**src/rtl/tt_prim_defs.sv**
```systemverilog
// tt_prim_defs: shared state encoding and constant helpers for the tt_prim mux primitives
package tt_prim_defs;

    typedef enum logic {
        ST_IDLE = 1'b0,
        ST_PARK = 1'b1
    } state_t;

    // Ceiling log2 for elaboration-time width derivation; clog2(1) returns 0
    function automatic int clog2(input int v);
        int r;
        r = 0;
        while ((1 << r) < v) r++;
        return r;
    endfunction

endpackage

```
**src/rtl/tt_prim_mux_tree.sv**
```systemverilog
// tt_prim_mux_tree: combinational N_IN:1 W-bit selector with safe value for out-of-range index
module tt_prim_mux_tree
    import tt_prim_defs::*;
#(
    parameter int              N_IN     = 4,
    parameter int              W        = 1,
    parameter int              SEL_W    = clog2(N_IN),
    parameter logic [W-1:0]    PARK_VAL = '0
) (
    input  logic [N_IN*W-1:0]  i_data,
    input  logic [SEL_W-1:0]   i_sel,
    output logic [W-1:0]       o_data
);

    // At most one index matches; an unmatched (out-of-range) select leaves PARK_VAL
    always_comb begin
        o_data = PARK_VAL;
        for (int k = 0; k < N_IN; k++)
            if (i_sel == SEL_W'(k)) o_data = i_data[k*W +: W];
    end

endmodule

```
**src/rtl/tt_prim_mux_seq.sv**
```systemverilog
// tt_prim_mux_seq: registered N_IN:1 selector that parks on a safe value while switching channels
module tt_prim_mux_seq
    import tt_prim_defs::*;
#(
    parameter int              N_IN        = 4,
    parameter int              W           = 1,
    parameter int              SEL_W       = clog2(N_IN),
    parameter int              PARK_CYCLES = 2,
    parameter logic [W-1:0]    PARK_VAL    = '0,
    parameter int              RST_SEL     = 0
) (
    input  logic               clk,
    input  logic               rst_n,
    input  logic [N_IN*W-1:0]  in_data,
    input  logic [SEL_W-1:0]   sel_req,
    input  logic               sel_valid,
    output logic               sel_ready,
    output logic [SEL_W-1:0]   sel_cur,
    output logic               busy,
    output logic [W-1:0]       out_data
);

    localparam int CNT_W = clog2(PARK_CYCLES) + 1;

    state_t             r_state, w_state_nxt;
    logic [CNT_W-1:0]   r_cnt, w_cnt_nxt;
    logic [SEL_W-1:0]   r_pending, w_pending_nxt;
    logic [SEL_W-1:0]   r_sel_cur, w_sel_nxt;
    logic [W-1:0]       w_mux;
    logic [W-1:0]       r_out;

    tt_prim_mux_tree #(
        .N_IN     (N_IN),
        .W        (W),
        .SEL_W    (SEL_W),
        .PARK_VAL (PARK_VAL)
    ) u_tree (
        .i_data (in_data),
        .i_sel  (r_sel_cur),
        .o_data (w_mux)
    );

    // FSM state, park counter, pending and committed select registers
    always_ff @(posedge clk) begin
        if (!rst_n) begin
            r_state   <= ST_IDLE;
            r_cnt     <= '0;
            r_pending <= '0;
            r_sel_cur <= SEL_W'(RST_SEL);
        end else begin
            r_state   <= w_state_nxt;
            r_cnt     <= w_cnt_nxt;
            r_pending <= w_pending_nxt;
            r_sel_cur <= w_sel_nxt;
        end
    end

    // Accept a differing request into PARK; commit the pending index when the count expires
    always_comb begin
        w_state_nxt   = r_state;
        w_cnt_nxt     = r_cnt;
        w_pending_nxt = r_pending;
        w_sel_nxt     = r_sel_cur;
        if (r_state == ST_IDLE) begin
            if (sel_valid && sel_req != r_sel_cur) begin
                w_pending_nxt = sel_req;
                w_cnt_nxt     = CNT_W'(PARK_CYCLES - 1);
                w_state_nxt   = ST_PARK;
            end
        end else if (r_cnt == '0) begin
            w_sel_nxt   = r_pending;
            w_state_nxt = ST_IDLE;
        end else begin
            w_cnt_nxt = r_cnt - CNT_W'(1);
        end
    end

    // Output register: selected channel while idle, safe value while parking or in reset
    always_ff @(posedge clk) begin
        if (!rst_n) r_out <= PARK_VAL;
        else        r_out <= (r_state == ST_IDLE) ? w_mux : PARK_VAL;
    end

    assign sel_ready = (r_state == ST_IDLE);
    assign busy      = (r_state == ST_PARK);
    assign sel_cur   = r_sel_cur;
    assign out_data  = r_out;

endmodule

```
**config.mk**
```make
export PLATFORM = sky130hd
export DESIGN_NAME = tt_prim_mux_seq
export DESIGN_NICKNAME = d
export VERILOG_FILES = /design/src/rtl/tt_prim_defs.sv /design/src/rtl/tt_prim_mux_tree.sv /design/src/rtl/tt_prim_mux_seq.sv
export SDC_FILE = /design/constraint.sdc
export NUM_CORES = 1
export LEC_CHECK = 0
export BUFFER_PORTS_ARGS = -buffer_cell sky130_fd_sc_hd__buf_2
export CAP_MARGIN = 10
export CORE_AREA = 3 3 40 42
export DETAILED_ROUTE_END_ITERATION = 8
export DIE_AREA = 0 0 43 45
export PLACE_DENSITY = 0.61
export SYNTH_ARGS = -nofsm -noshare
export SYNTH_HDL_FRONTEND = slang
export SYNTH_HIERARCHICAL = 1
export SYNTH_SLANG_ARGS = --single-unit
export TNS_END_PERCENT = 20
```
**constraint.sdc**
```tcl
create_clock -name clk -period 1.1 [get_ports clk]
set_input_delay 0.11 -clock clk [delete_from_list [all_inputs] [get_ports clk]]
set_output_delay 0.11 -clock clk [all_outputs]
set_load 0.02 [all_outputs]
```
==> After elaboration in Yosys (flattened, before gate mapping) <==
Index checks and enable logic that the tools add are counted.
{ "classes": {"addsub": 1, "n_eq_ne": 5, "n_bitwise": 2, "reduce_logical": 8, "mux": 10} }
{ "ops": {"columns": ["operator", "count"], "rows": [
  ["2-to-1 mux 1 bit", 7],
  ["2-to-1 mux 2 bit", 3],
  ["AND reduction 2 bit", 3],
  ["== test 2 bit (second input constant)", 2],
  ["logical NOT 2 bit", 2],
  ["== test 2 x 1 -> 1 bit (second input constant)", 1],
  ["!= test 2 bit", 1],
  ["!= test 2 bit (second input constant)", 1],
  ["inverter 1 bit", 2],
  ["nonzero test 2 bit", 1],
  ["OR reduction 2 bit", 1],
  ["subtractor 2 x 1 -> 2 bit (second input constant)", 1],
  ["logical AND 1 bit", 1]
]} }
{ "totals": {"register_bits": 8} }

==> Depth between registers and ports, before layout <==
{ "depth": {"depth_word": 5, "depth_mapped": 5, "ltp_nobuf": 5} }

==> Modules after synthesis <==
Netlist, hierarchy kept.
{ "by_module_without_submodules": {"columns": ["mod", "instances", "area_each_um2", "seq_area_each_um2", "cells_each"], "rows": [
  ["tt_prim_mux_seq", 1, 337.8, 160.2, 36],
  ["tt_prim_mux_tree", 1, 22.5, 0.0, 1]
]} }

==> Worst setup path after synthesis <==
No wires, ideal clock.
{ "synth_path": {"path_type": "reg-to-reg", "start": "reg r_sel_cur[0], in the netlist sel_cur[0]", "end": "reg r_out, in the netlist out_data", "n_path_buf": 0, "path_stages_with_launch": 3, "period_less_slack_ns": 1.299, "arrival_ns": 1.183, "slack_ns": -0.199, "setup_time_ns": 0.115, "path_cell_list": "dfxtp_1 > mux4_2 > and3_1"} }
{ "synth_via": {"elab_chain_cells": 5, "word_cells_on_any_way": 8, "cone_classes": "3 x eq/ne; 4 x mux; 1 x reduce/logical"} }
{ "synth_rtl": {"columns": ["element", "line", "rtl"], "rows": [
  ["start: declaration", "tt_prim_mux_seq.sv:28", "logic [SEL_W-1:0] r_sel_cur, w_sel_nxt;"],
  ["start signal: assignment", "tt_prim_mux_seq.sv:49", "r_sel_cur <= SEL_W'(RST_SEL);"],
  ["start signal: assignment", "tt_prim_mux_seq.sv:54", "r_sel_cur <= w_sel_nxt;"],
  ["logical NOT 2 bit", "tt_prim_mux_tree.sv:19", "if (i_sel == SEL_W'(k)) o_data = i_data[k*W +: W];"],
  ["2-to-1 mux 1 bit (3 in series)", "tt_prim_mux_tree.sv:19", null],
  ["2-to-1 mux 1 bit *", "tt_prim_mux_tree.sv:19", null],
  ["named net w_mux", "tt_prim_mux_seq.sv:29", "logic [W-1:0] w_mux;"],
  ["end signal: assignment", "tt_prim_mux_seq.sv:81", "else r_out <= (r_state == ST_IDLE) ? w_mux : PARK_VAL;"],
  ["end: declaration", "tt_prim_mux_seq.sv:30", "logic [W-1:0] r_out;"]
]} }
Mark *: on every way through the listed nets, which the timed path passes. The rest lies on a longest branch.
A chain may end at the register's enable or synchronous reset.

==> Worst setup path in the final report <==
Same ends and word-level chain as after synthesis.

==> metrics.log <==
INFO  metric crit_slowest_cell = mux4_2
INFO  metric finish.instance_area = roughly 500 um^2
INFO  metric max_stage_delay = approximately 500 ps
INFO  metric post_synth_instance_area = about 360 um^2
INFO  metric worstSetupPathType = reg2reg
INFO  metric pins_over_their_slew_limit = 0
INFO  metric postSynthNetCount = 47
INFO  metric p_clk_share = between 30% and 40%
INFO  metric post-route-drc-count = 0
INFO  metric yosys-mux-area-fraction = about an eighth
INFO  metric floorplan.core_area = between 1000 and 1500 um^2
INFO  metric xor_xnor_share_of_the_synthesized_area = about 5%
INFO  metric area_delta_synth_final = 41.7%
INFO  metric routed_wire_length_per_instance = roughly 13 um
INFO  metric clock.fmax = about 890 MHz
INFO  metric status = complete, but fails checks
INFO  metric dp.final_hpwl = 682 um
INFO  metric grt_setup_unrepaired = yes
INFO  metric number_of_design_rule_violations_left_by_the_first_detailed_router_iteration = 7
INFO  metric share_of_final_layout_standard_cells_stronger_than_drive_strength_1 = 50.0%
INFO  metric cp_top_family = multiplexers
INFO  metric power_frac_seq = ~46%
INFO  metric power_switching = 185 uW
INFO  metric avgViaCountPerCell = just under 5
INFO  metric ys.flop_type = dfxtp_1
INFO  metric initial_core_util = 28.0%
INFO  metric combinational_family_with_the_most_area_after_synthesis = simple AND/OR/NAND/NOR gates
INFO  metric die_area = just under 2000 um^2
INFO  metric synth_area_leader_cell = dfxtp_1
INFO  metric first_pass_grt_wire_length = 1340 um
INFO  metric gp_congestion = between 0.6 and 0.7
INFO  metric postSynthAreaPerCell = slightly below 10 um^2
INFO  metric synth-compound-area-share = ~16%
INFO  metric clock_sink_count = 8
INFO  metric post-place-ws = -25.0 ps
INFO  metric finalWorstSetupSlack = -21.5 ps
INFO  metric crit_path_cell_trace = mux4_2 -> and3_1
INFO  metric cellLeakagePower = 0.246 nW
INFO  metric post_synth_num_cell_types = 17
INFO  metric synth.yosys.seq_area_share = ~44%
INFO  metric start_kind = flop
INFO  metric violated_checks = setup timing
INFO  metric worst-endpoint-arrival = 1280 ps
INFO  metric worstSetupEndpointType = flop
INFO  metric totalWireLength = between 900 and 1000 um
INFO  metric cap_violations = 0
INFO  metric synth-warning-count = 6
INFO  metric synth_most_common_cell = dfxtp_1
INFO  metric htreeDepth = 1
INFO  metric worstPathMaxFanout = 3
INFO  metric number_of_antenna_violations_at_the_first_check_in_global_routing = 0
INFO  metric cts_inserted_buffers = 3
INFO  metric final-setup-viol-count = 3
INFO  metric grt_usage = just over 10%
INFO  metric dieWidth = around 43 um
INFO  metric timing.max_slew.rel_slack = approximately 79%
INFO  metric count_of_placed_standard_cells_in_the_final_layout_fillers_left_out = 71
INFO  metric synthTopCellsByCount = dfxtp_1 (8), nand2_1 (7), a21boi_0 (3), inv_1 (3)
INFO  metric clock-skew-final = 11.5 ps
INFO  metric cts-hold-fix-buffers = 0
INFO  metric die_height = 45 um
INFO  metric port_buffers = 13
INFO  metric area_of_the_multi_input_gates = between 200 and 250 um^2
INFO  metric num_antenna_cells = 0
INFO  metric placedCellCount = 66
INFO  metric post_synth_and_or_nand_nor_area_fraction = between 10% and 20%
INFO  metric detailedRoute.firstPassIterationCount = 4
INFO  metric finalNetCount = 67
INFO  metric power_dens_cells = 1350 nW/um^2
INFO  metric intPower = about 500 uW
INFO  metric peak_vdd_ir = roughly 570 uV
INFO  metric synth_edf_count = 0
INFO  metric clock_insertion_delay_worst_skew = approximately 260 ps
INFO  metric placementRows = 13
INFO  metric critPathBufInv = 0
INFO  metric finalHoldWorstSlack = approximately 110 ps
INFO  metric grt_start_max_net_pins = 12
INFO  metric place_area = between 400 and 500 um^2
INFO  metric totalNegativeSetupSlack = -44.2 ps
INFO  metric worst_pin_slew = ~320 ps
INFO  metric boundaryPins = 14
INFO  metric synthTopCellsByArea = dfxtp_1 (44%), nand2_1 (7.3%), a21boi_0 (6.3%)
INFO  metric synthesized_instance_count = 37
INFO  metric gr-total-overflow = 0
INFO  metric cts-root-buf = clkbuf_4
INFO  metric critPathRequiredTime = 1260 ps
INFO  metric power.share.switching = between 20% and 30%
INFO  metric postSynthRegisterBits = 8
INFO  metric hold_viol_final = 0
INFO  metric holdCritPathClass = in2reg
INFO  metric clk_transition_reported_paths = 60 ps
INFO  metric post-synth-top-area-fraction = 44.4%
INFO  metric finalCritPeriodShare = 102%
INFO  metric yosys.area_share.adder = 3.47%
INFO  metric nFillCells = 135
INFO  metric ys_async_sr_fraction = 0%
INFO  metric antenna_violating_nets_post_route = 0
INFO  metric vias = between 300 and 400
INFO  metric cts_tree = done
INFO  metric comb_power_share = ~18%
INFO  metric period_minus_slack = approximately 1100 ps
INFO  metric first_global_vias = between 200 and 300
INFO  metric cts.path.max_buffers = 2
INFO  metric ff_latch_area = ~170 um^2
layout make-up:
cell class / instances / share of cell area [%]
Timing Repair Buffer: 16 / 17.2
Inverter: 3 / 2.21
Sequential cell: 8 / 32.6
Clock buffer: 4 / 5.15
Multi-Input combinational cell: 25 / 39.2
Tap cell: 15 / 3.68
repair_timing:
action / CTS / global route
pin swaps: 0 / 3
setup endpoints to repair: 5 / 9
gates resized for setup: 1 / 6
setup buffers: 1 / 0
path summary, 6_finish.rpt:
path / start / end / slack, ps / cells past startpoint
setup / recovery: sel_cur[0] / out_data / -20 / 2
hold / removal: sel_req[0] / r_pending[0] / 110 / 3
setup reg to reg: sel_cur[0] / out_data / -20 / 2
hold reg to reg: r_pending[1] / sel_cur[1] / 460 / 2
metrics by stage:
stage / total power, mW / utilization (%)
after global placement: 0.431 / 35.8
after detailed placement: 0.435 / 35.8
final: 0.690 / 39.7
after floorplan: 0.389 / -
after CTS: 0.695 / 38.5
after global routing: 0.734 / 39.7
worst reg2reg max path: stages (launching register included):
cell and delay [ps]:
dfxtp_4 370, mux4_2 500, and3_1 150
layer usage:
metal | part of all wire, % | vias up | global-route usage [%] | wire [um]
met3 | 5.9 | 6 | 7.17 | 54
met1 | 39 | 153 | 9.49 | 352
met4 | 5.3 | 0 | 7.83 | 48
li1 | - | 169 | - | -
met2 | 50 | 14 | 16.2 | 453
met5 | 0 | - | 0 | 0
cell families (layout without fill, tap and decap cells):
logic type	Yosys count	after routing
compound gates	7	7
buf+inv	4	23
mux	3	3
flops	8	8
simple gates	12	12
xor+xnor	2	2
fa+ha+maj	1	1
power by group through the flow:
stage / registers (mW) / clock network (mW) / logic [mW]
floorplan: 0.331 / 0 / 0.0581
finish: 0.319 / 0.249 / 0.121
CTS: 0.317 / 0.264 / 0.114
detailed placement: 0.323 / 0 / 0.112
global placement: 0.324 / 0 / 0.107
global route: 0.322 / 0.280 / 0.133
sequential cells by signal (all words and copies together), names as in the netlist:
register,flops
busy,1
out_data,1
r_cnt,2
r_pending,2
sel_cur,2
cells in the final DEF, fill, tap and decap left out:
| cell | n |
|---|---|
| clkbuf_1 | 1 |
| o21ai_0 | 1 |
| inv_1 | 2 |
| dfxtp_2 | 2 |
| nand2_1 | 7 |
| o211ai_2 | 1 |
| and3_1 | 1 |
| buf_4 | 3 |
| buf_2 | 13 |
| ha_2 | 1 |
| nand2b_4 | 1 |
| nand3_1 | 2 |
| dfxtp_4 | 1 |
| dfxtp_1 | 5 |
| clkbuf_4 | 3 |
| inv_2 | 1 |
| a41o_1 | 1 |
| xor2_1 | 2 |
| mux4_2 | 1 |
| mux2i_1 | 2 |
| a21boi_1 | 3 |
| nor3b_2 | 1 |
| a31oi_1 | 1 |
(Power assumes the default switching activity.)
